`config.mk`:
```
export PLATFORM = sky130hd
export DESIGN_NAME = jtag_scan_chain
export DESIGN_NICKNAME = d
export VERILOG_FILES = /design/src/rtl/jtag_scan_chain_pkg.sv /design/src/rtl/jtag_scan_chain_shift_reg.sv /design/src/rtl/jtag_scan_chain.sv
export SDC_FILE = /design/constraint.sdc
export NUM_CORES = 1
export LEC_CHECK = 0
export CORE_MARGIN = 2
export CORE_UTILIZATION = 52
export CTS_BUF_LIST = sky130_fd_sc_hd__clkbuf_4
export DETAILED_ROUTE_END_ITERATION = 10
export MAX_ROUTING_LAYER = met4
export PLACE_DENSITY = 0.8
export SLEW_MARGIN = 15
export SYNTH_ARGS = -nofsm -noshare
export SYNTH_HDL_FRONTEND = slang
export SYNTH_SLANG_ARGS = --single-unit
```
`constraint.sdc`:
```
create_clock -name clk -period 4.9 [get_ports clk]
set_input_delay 1.225 -clock clk [delete_from_list [all_inputs] [get_ports clk]]
set_output_delay 1.225 -clock clk [all_outputs]
set_load 0.01 [all_outputs]
```
`src/rtl/jtag_scan_chain_pkg.sv`:
```
// jtag_scan_chain_pkg: opcodes, IR defaults and chain-select type shared by the scan chain files.
package jtag_scan_chain_pkg;
  localparam int DEFAULT_IR_WIDTH = 4;
  localparam logic [DEFAULT_IR_WIDTH-1:0] DEFAULT_IR_CAPTURE = 4'b0001;
  localparam logic [DEFAULT_IR_WIDTH-1:0] OP_ABORT = 4'b1000;
  localparam logic [DEFAULT_IR_WIDTH-1:0] OP_USER = 4'b1010;
  localparam logic [DEFAULT_IR_WIDTH-1:0] OP_IDCODE = 4'b1110;
  localparam logic [DEFAULT_IR_WIDTH-1:0] OP_BYPASS = 4'b1111;
  typedef enum logic [1:0] {SEL_BYPASS, SEL_IDCODE, SEL_USER} chain_sel_e;
endpackage

```
`src/rtl/jtag_scan_chain_shift_reg.sv`:
```
// jtag_scan_chain_shift_reg: parallel-capture, right-shift register with serial input in the MSB.
module jtag_scan_chain_shift_reg #(
  parameter int WIDTH = 8
) (
  input  logic             clk,
  input  logic             reset,
  input  logic             capture,
  input  logic             shift,
  input  logic             si,
  input  logic [WIDTH-1:0] din,
  output logic [WIDTH-1:0] q,
  output logic             so
);
  always_ff @(posedge clk or posedge reset)
    if (reset) q <= '0;
    else if (capture) q <= din;
    else if (shift) q <= {si, q[WIDTH-1:1]};
  assign so = q[0];
endmodule

```
`src/rtl/jtag_scan_chain.sv`:
```
// jtag_scan_chain: IR plus IDCODE/BYPASS/USER data registers behind the TAP controller, with TDO mux.
module jtag_scan_chain
  import jtag_scan_chain_pkg::*;
#(
  parameter int                    IR_WIDTH     = DEFAULT_IR_WIDTH,
  parameter logic [31:0]           IDCODE_VALUE = 32'h000F_AF01,
  parameter int                    USER_WIDTH   = 8,
  parameter logic [IR_WIDTH-1:0]   IR_CAPTURE   = IR_WIDTH'(DEFAULT_IR_CAPTURE)
) (
  input  logic                  clk,
  input  logic                  reset,
  input  logic                  enable,
  input  logic                  tdi,
  input  logic                  test_logic_rst,
  input  logic                  capture_ir,
  input  logic                  shift_ir,
  input  logic                  update_ir,
  input  logic                  capture_dr,
  input  logic                  shift_dr,
  input  logic                  update_dr,
  output logic                  tdo,
  output logic                  tdo_en,
  output logic [IR_WIDTH-1:0]   ir_value,
  output logic [USER_WIDTH-1:0] user_dr_q,
  output logic                  user_dr_update,
  output logic                  abort_pulse
);
  localparam logic [IR_WIDTH-1:0] IR_IDCODE = IR_WIDTH'(OP_IDCODE);
  localparam logic [IR_WIDTH-1:0] IR_USER = IR_WIDTH'(OP_USER);
  localparam logic [IR_WIDTH-1:0] IR_ABORT = IR_WIDTH'(OP_ABORT);
  logic go, any_cap, any_sh;
  logic cap_ir, cap_dr, sh_ir, sh_dr, upd_ir, upd_dr;
  logic [IR_WIDTH-1:0] ir_shift;
  logic [31:0] id_shift;
  logic [USER_WIDTH-1:0] user_shift;
  logic ir_so, id_so, user_so, dr_so, bypass;
  logic user_upd_q, abort_q;
  logic unused_id_bits;
  chain_sel_e sel;
  // Illegal strobe overlaps resolve as test_logic_rst > capture > shift > update.
  assign go = enable & ~test_logic_rst;
  assign any_cap = capture_ir | capture_dr;
  assign any_sh = shift_ir | shift_dr;
  assign cap_ir = go & capture_ir;
  assign cap_dr = go & capture_dr & ~capture_ir;
  assign sh_ir = go & ~any_cap & shift_ir;
  assign sh_dr = go & ~any_cap & shift_dr & ~shift_ir;
  assign upd_ir = go & ~any_cap & ~any_sh & update_ir;
  assign upd_dr = go & ~any_cap & ~any_sh & update_dr & ~update_ir;
  assign sel = (ir_value == IR_USER) ? SEL_USER : (ir_value == IR_IDCODE) ? SEL_IDCODE : SEL_BYPASS;
  jtag_scan_chain_shift_reg #(.WIDTH(IR_WIDTH)) u_ir (
    .clk(clk), .reset(reset), .capture(cap_ir), .shift(sh_ir), .si(tdi),
    .din(IR_CAPTURE), .q(ir_shift), .so(ir_so)
  );
  jtag_scan_chain_shift_reg #(.WIDTH(32)) u_idcode (
    .clk(clk), .reset(reset), .capture(cap_dr & (sel == SEL_IDCODE)),
    .shift(sh_dr & (sel == SEL_IDCODE)), .si(tdi),
    .din(IDCODE_VALUE), .q(id_shift), .so(id_so)
  );
  jtag_scan_chain_shift_reg #(.WIDTH(USER_WIDTH)) u_user (
    .clk(clk), .reset(reset), .capture(cap_dr & (sel == SEL_USER)),
    .shift(sh_dr & (sel == SEL_USER)), .si(tdi),
    .din(user_dr_q), .q(user_shift), .so(user_so)
  );
  assign unused_id_bits = ^id_shift[31:1];
  always_ff @(posedge clk or posedge reset)
    if (reset) begin
      ir_value <= IR_IDCODE;
      user_dr_q <= '0;
      bypass <= 1'b0;
      user_upd_q <= 1'b0;
      abort_q <= 1'b0;
    end else begin
      user_upd_q <= upd_dr & (sel == SEL_USER);
      abort_q <= upd_dr & (ir_value == IR_ABORT);
      if (enable & test_logic_rst) ir_value <= IR_IDCODE;
      else if (upd_ir) ir_value <= ir_shift;
      if (upd_dr & (sel == SEL_USER)) user_dr_q <= user_shift;
      if ((sel == SEL_BYPASS) & (cap_dr | sh_dr)) bypass <= sh_dr & tdi;
    end
  assign dr_so = (sel == SEL_USER) ? user_so : (sel == SEL_IDCODE) ? id_so : bypass;
  assign tdo = ~reset & (sh_ir ? ir_so : sh_dr ? dr_so : 1'b0);
  assign tdo_en = ~reset & enable & any_sh;
  assign user_dr_update = user_upd_q & enable;
  assign abort_pulse = abort_q & enable;
endmodule

```
Word level (Yosys, flattened, before mapping)
Index checks and enable logic that the tools add are counted.

Flip-flop bits (word level): 59.

Bitwise gates (word level): 36. Muxes and demuxes: 14. Reductions and logical operators: 5. Equality and inequality tests: 5.

Operator list (count): 32-bit 2-to-1 mux (2); 1-bit AND (26); 4-bit 2-to-1 mux (4); 8-bit 2-to-1 mux (2); 4-bit == test (second input constant) (3); 2-bit nonzero test (4); 1-bit NOT (7); 1-bit 2-to-1 mux (5); 1-bit bitwise OR (3); 2-bit by 1-bit == test with 1-bit output (second input constant) (1); 2-bit == test (second input constant) (1); 2-bit zero test (1); 2-bit 2-to-1 mux (1).

Logic depth before layout (Yosys ltp)
Depth in word-level cells: 9. Depth in mapped cells: 5. Depth with buffers taken out: 3.

Cells and area by module
From an unflattened synthesis, not the netlist that was laid out.

Cell total of the unflattened synthesis: 264. Area, all modules: 2921.6 µm².

By module, submodules not included: jtag_scan_chain_shift_reg (u_idcode) (cells each 141, area each 1526.5 µm², times used 1, seq. area each 800.8 µm²); jtag_scan_chain (cells each 68, area each 813.3 µm², times used 1, seq. area each 379.1 µm²); jtag_scan_chain_shift_reg (u_user) (cells each 36, area each 384.1 µm², times used 1, seq. area each 200.2 µm²); jtag_scan_chain_shift_reg (u_ir) (cells each 19, area each 197.7 µm², times used 1, seq. area each 100.1 µm²).

Worst setup path before layout
OpenSTA, ideal clock, no wires.

Path type: in2out. Start: in reset. End: out tdo. Required time: 3.675 ns. Path buffers: 0. Cell stages on the path: 3. Data arrival time: 2.820 ns. Slack: 0.855 ns. Cell sequence: inv_1 nand4_1 o41ai_2.

Longest elaborated chain between the ends: 2.

RTL lines: from (decl) (line jtag_scan_chain.sv:11) `input logic reset,`; 1-bit NOT (line jtag_scan_chain.sv:82) `assign tdo = ~reset & (sh_ir ? ir_so : sh_dr ? dr_so : 1'b0);`; 1-bit AND (line jtag_scan_chain.sv:82); to (decl) (line jtag_scan_chain.sv:21) `output logic tdo,`.

No other way between the ends.

Final worst setup path
Start: in enable. End: out tdo.

Longest elaborated chain between the ends: 7. Elaborated cells on any way between the ends: 8. Classes of those cells: 2 x mux; 6 x bitwise.

RTL lines: from (decl) (line jtag_scan_chain.sv:12) `input logic enable,`; 1-bit AND * (line jtag_scan_chain.sv:41) `assign go = enable & ~test_logic_rst;`; 1-bit AND * (line jtag_scan_chain.sv:46, jtag_scan_chain.sv:47); 1-bit AND (2 in series) (line jtag_scan_chain.sv:47) `assign sh_dr = go & ~any_cap & shift_dr & ~shift_ir;`; 1-bit 2-to-1 mux (line jtag_scan_chain.sv:82); 1-bit 2-to-1 mux * (line jtag_scan_chain.sv:82); 1-bit AND * (line jtag_scan_chain.sv:82).

Mark *: on every way between the ends. The rest lies on a longest branch, timed or not.

==> results_dict.tcl <==
set metrics [dict create \
    status "complete, no violations" \
    ant_nets 0 \
    die_h_um 73.25 \
    routed_wirelength_um 4725 \
    ff2ff_setup_slack_ns 2.79 \
    setup_tns_ns 0 \
    synth_ff_type "dfrtp_1" \
    p_per_area_nw_per_um2 329.6 \
    min_period_ns 4.428 \
    rows 25 \
    synth_enable_flop_cells 0 \
    worst_slew_pin_slew_ns 0.7262 \
    arrival_ns 3.20 \
    hold-path-cell-count 1 \
    cp_max_fo 9 \
    antenna_found_initial 0 \
    synth_top_cells_by_area "dfrtp_1 (56%), a22o_1 (7.4%), mux2_2 (4.1%)" \
    cp_top_family "buffers and inverters" \
    gr-total-overflow 0 \
    die_w_um 73.25 \
    grt_pass1_wl_um 8045 \
    crit_type "in2out" \
    ir_worst_vdd_v 0.0002366 \
    insertion_delay_ns 0.39 \
    hold_class "reg2reg" \
    finalClockSkew_ns 0.01660 \
    postCtsHoldBufs 0 \
    insertedDiodeCount 0 \
    finalPower_w 0.0009688 \
    vias_per_cell 6.045 \
    dp.cells 273 \
    holdPathEnd "u_idcode.q[17]" \
    synth_seq_cells 59 \
    netlist_area_sq_um 2494 \
    ys_types 43 \
    cts_resized 0 \
    seq_area_frac_synth_pct 59.36 \
    slew_viol_final 0 \
    clkTransAtPathRegs_ns 0.09 \
    final-setup-viol-count 0 \
    required_ns 3.67 \
    avgSynthCellArea_sq_um 12.53 \
    whs_ns 0.4982 \
    ys_warn_count 0 \
    fp.coreArea_sq_um 4661 \
    critPathBufInv 2 \
    grt_start_max_net_pins 60 \
    final_hold_viol_count 0 \
    final_nets 241 \
    async_flop_share_pct 100.0 \
    dieArea_sq_um 5366 \
    portBuffers 26 \
    slowest_delay_ns 0.60 \
    synth_top_area_cell "dfrtp_1" \
    start_kind "input pin" \
    reg2reg_from "ir_value[1]" \
    firstDrtPassIters 4 \
    max_freq_mhz 225.8 \
    grt_pass1_vias 1667 \
    cts-htree-levels 3 \
    cts-buffers-inserted 9 \
    clockBufferDepth 2 \
    area_growth_pct 17.86 \
    post_cts_buffers 0 \
    wl_per_cell_um 16.35 \
    io_pins 27 \
    instances_no_fill 289 \
    slowest_stage "clkdlybuf4s50_1" \
    drive_gt1_share_pct 16.17 \
    yosys.area.top_type_share_pct 56.20 \
    reg2reg_to "user_dr_q[1]" \
    drtIter0Drc 164 \
    cp_common_cell "clkdlybuf4s50_1" \
    cts_sinks 59 \
    drv_cap 0 \
    rsz0062_at_grt "false" \
    cts-root-buf "clkbuf_4" \
    layout_common_cells "dfrtp_1 (56), clkdlybuf4s50_1 (26), a22o_1 (21)" \
    initial_core_util_pct 53.50 \
    place_hpwl_um 3056 \
    postSynthCellCount 199 \
    power_leakage_nw 1.277 \
    slew_headroom_pct 51.59 \
    cts_tree "built" \
    rr_worst_depth 4 \
    syn_nets 210 \
    cp_cell_sequence "clkdlybuf4s50_1 -> or4b_1 -> o41ai_2 -> clkdlybuf4s50_1" \
    place.gp.congestion 0.7863 \
    remaining_drc_errors 0 \
    layout_commonest_cell "dfrtp_1" \
    num_vias 1747 \
    worstHoldStart "u_idcode.q[17]" \
    critPathCaptureType "primary output" \
    grtUsageTotal_pct 20.53 \
    finalCritPeriodShare_pct 90.37 \
]
==> synth_stat cells (2+ instances only) <==
library cell  instances
a22oi_1               8
nand3_1              11
nand4_1               2
inv_1                10
nor2b_1               3
nand2b_1              2
dfstp_2               3
a21oi_1               4
nor3b_1               3
o211ai_1              2
o21ai_0               7
o22a_1               11
mux2_2                9
buf_2                 5
clkbuf_1              4
and2_1                2
a22o_1               21
dfrtp_1              56
buf_4                 2
nor2_1                3
o32ai_1               8
nand2_1               2
==> metal layers <==
metal | wire length (um) | global-route usage, % | up-vias | share of wire (%)
met3 | 180 | 5.624 | 8 | 3.8
li1 | - | - | 837 | -
met4 | 78 | 8.642 | 0 | 1.7
met2 | 2187 | 28.43 | 33 | 46
met1 | 2279 | 28.58 | 869 | 48
met5 | 0 | - | - | 0
==> worst max-delay path by stage <==
stage	end	start	depth (start not counted)	slack (ns)
2_1_floorplan	tdo	reset	3	0.85
5_1_grt	tdo	enable	4	0.38
6_report	tdo	enable	4	0.47
3_5_place_dp	tdo	enable	4	0.47
4_1_cts	tdo	enable	4	0.45
3_3_place_gp	tdo	enable	4	0.45
==> through the flow <==
stage / setup WS [ns] / utilization [%] / cell area (sq um)
3_5_place_dp: 0.4709 / 60.16 / 2804
6_report: 0.4719 / 63.06 / 2939
2_1_floorplan: 0.8547 / - / 2494
5_1_grt: 0.3763 / 63.06 / 2939
4_1_cts: 0.4548 / 63.06 / 2939
3_3_place_gp: 0.4521 / 60.16 / 2804
==> kinds of logic (layout without fill, tap and decap cells) <==
family	after synthesis	in the layout	synth area share (%)
AOI/OAI and AO/OA	67	67	21.68
DFF	59	59	59.36
and+or+nand+nor	40	40	10.19
buffers and inverters	23	59	4.315
muxes	10	10	4.466
==> state kept, by name (all words and copies together), names as in the netlist <==
register,count
u_idcode.q,32
u_ir.q,4
u_user.q,8
ir_value,4
abort_q,1
bypass,1
user_upd_q,1
user_dr_q,8
==> layout make-up <==
cell class	instances	area, sq um
Clock buffer	9	67.56
Clock inverter	7	67.56
Fill cell	354	1722
Inverter	10	37.54
Multi-Input combinational cell	117	905.9
Sequential cell	59	1480
Tap cell	54	67.56
Timing Repair Buffer	33	312.8
==> report_power, final <==
part,switching (W),internal [W]
clock network,0.000181,0.000154
registers,0.0000245,0.000522
logic,0.0000435,0.0000434
total,0.000249,0.000719
Power figures use the tool's default switching activity.
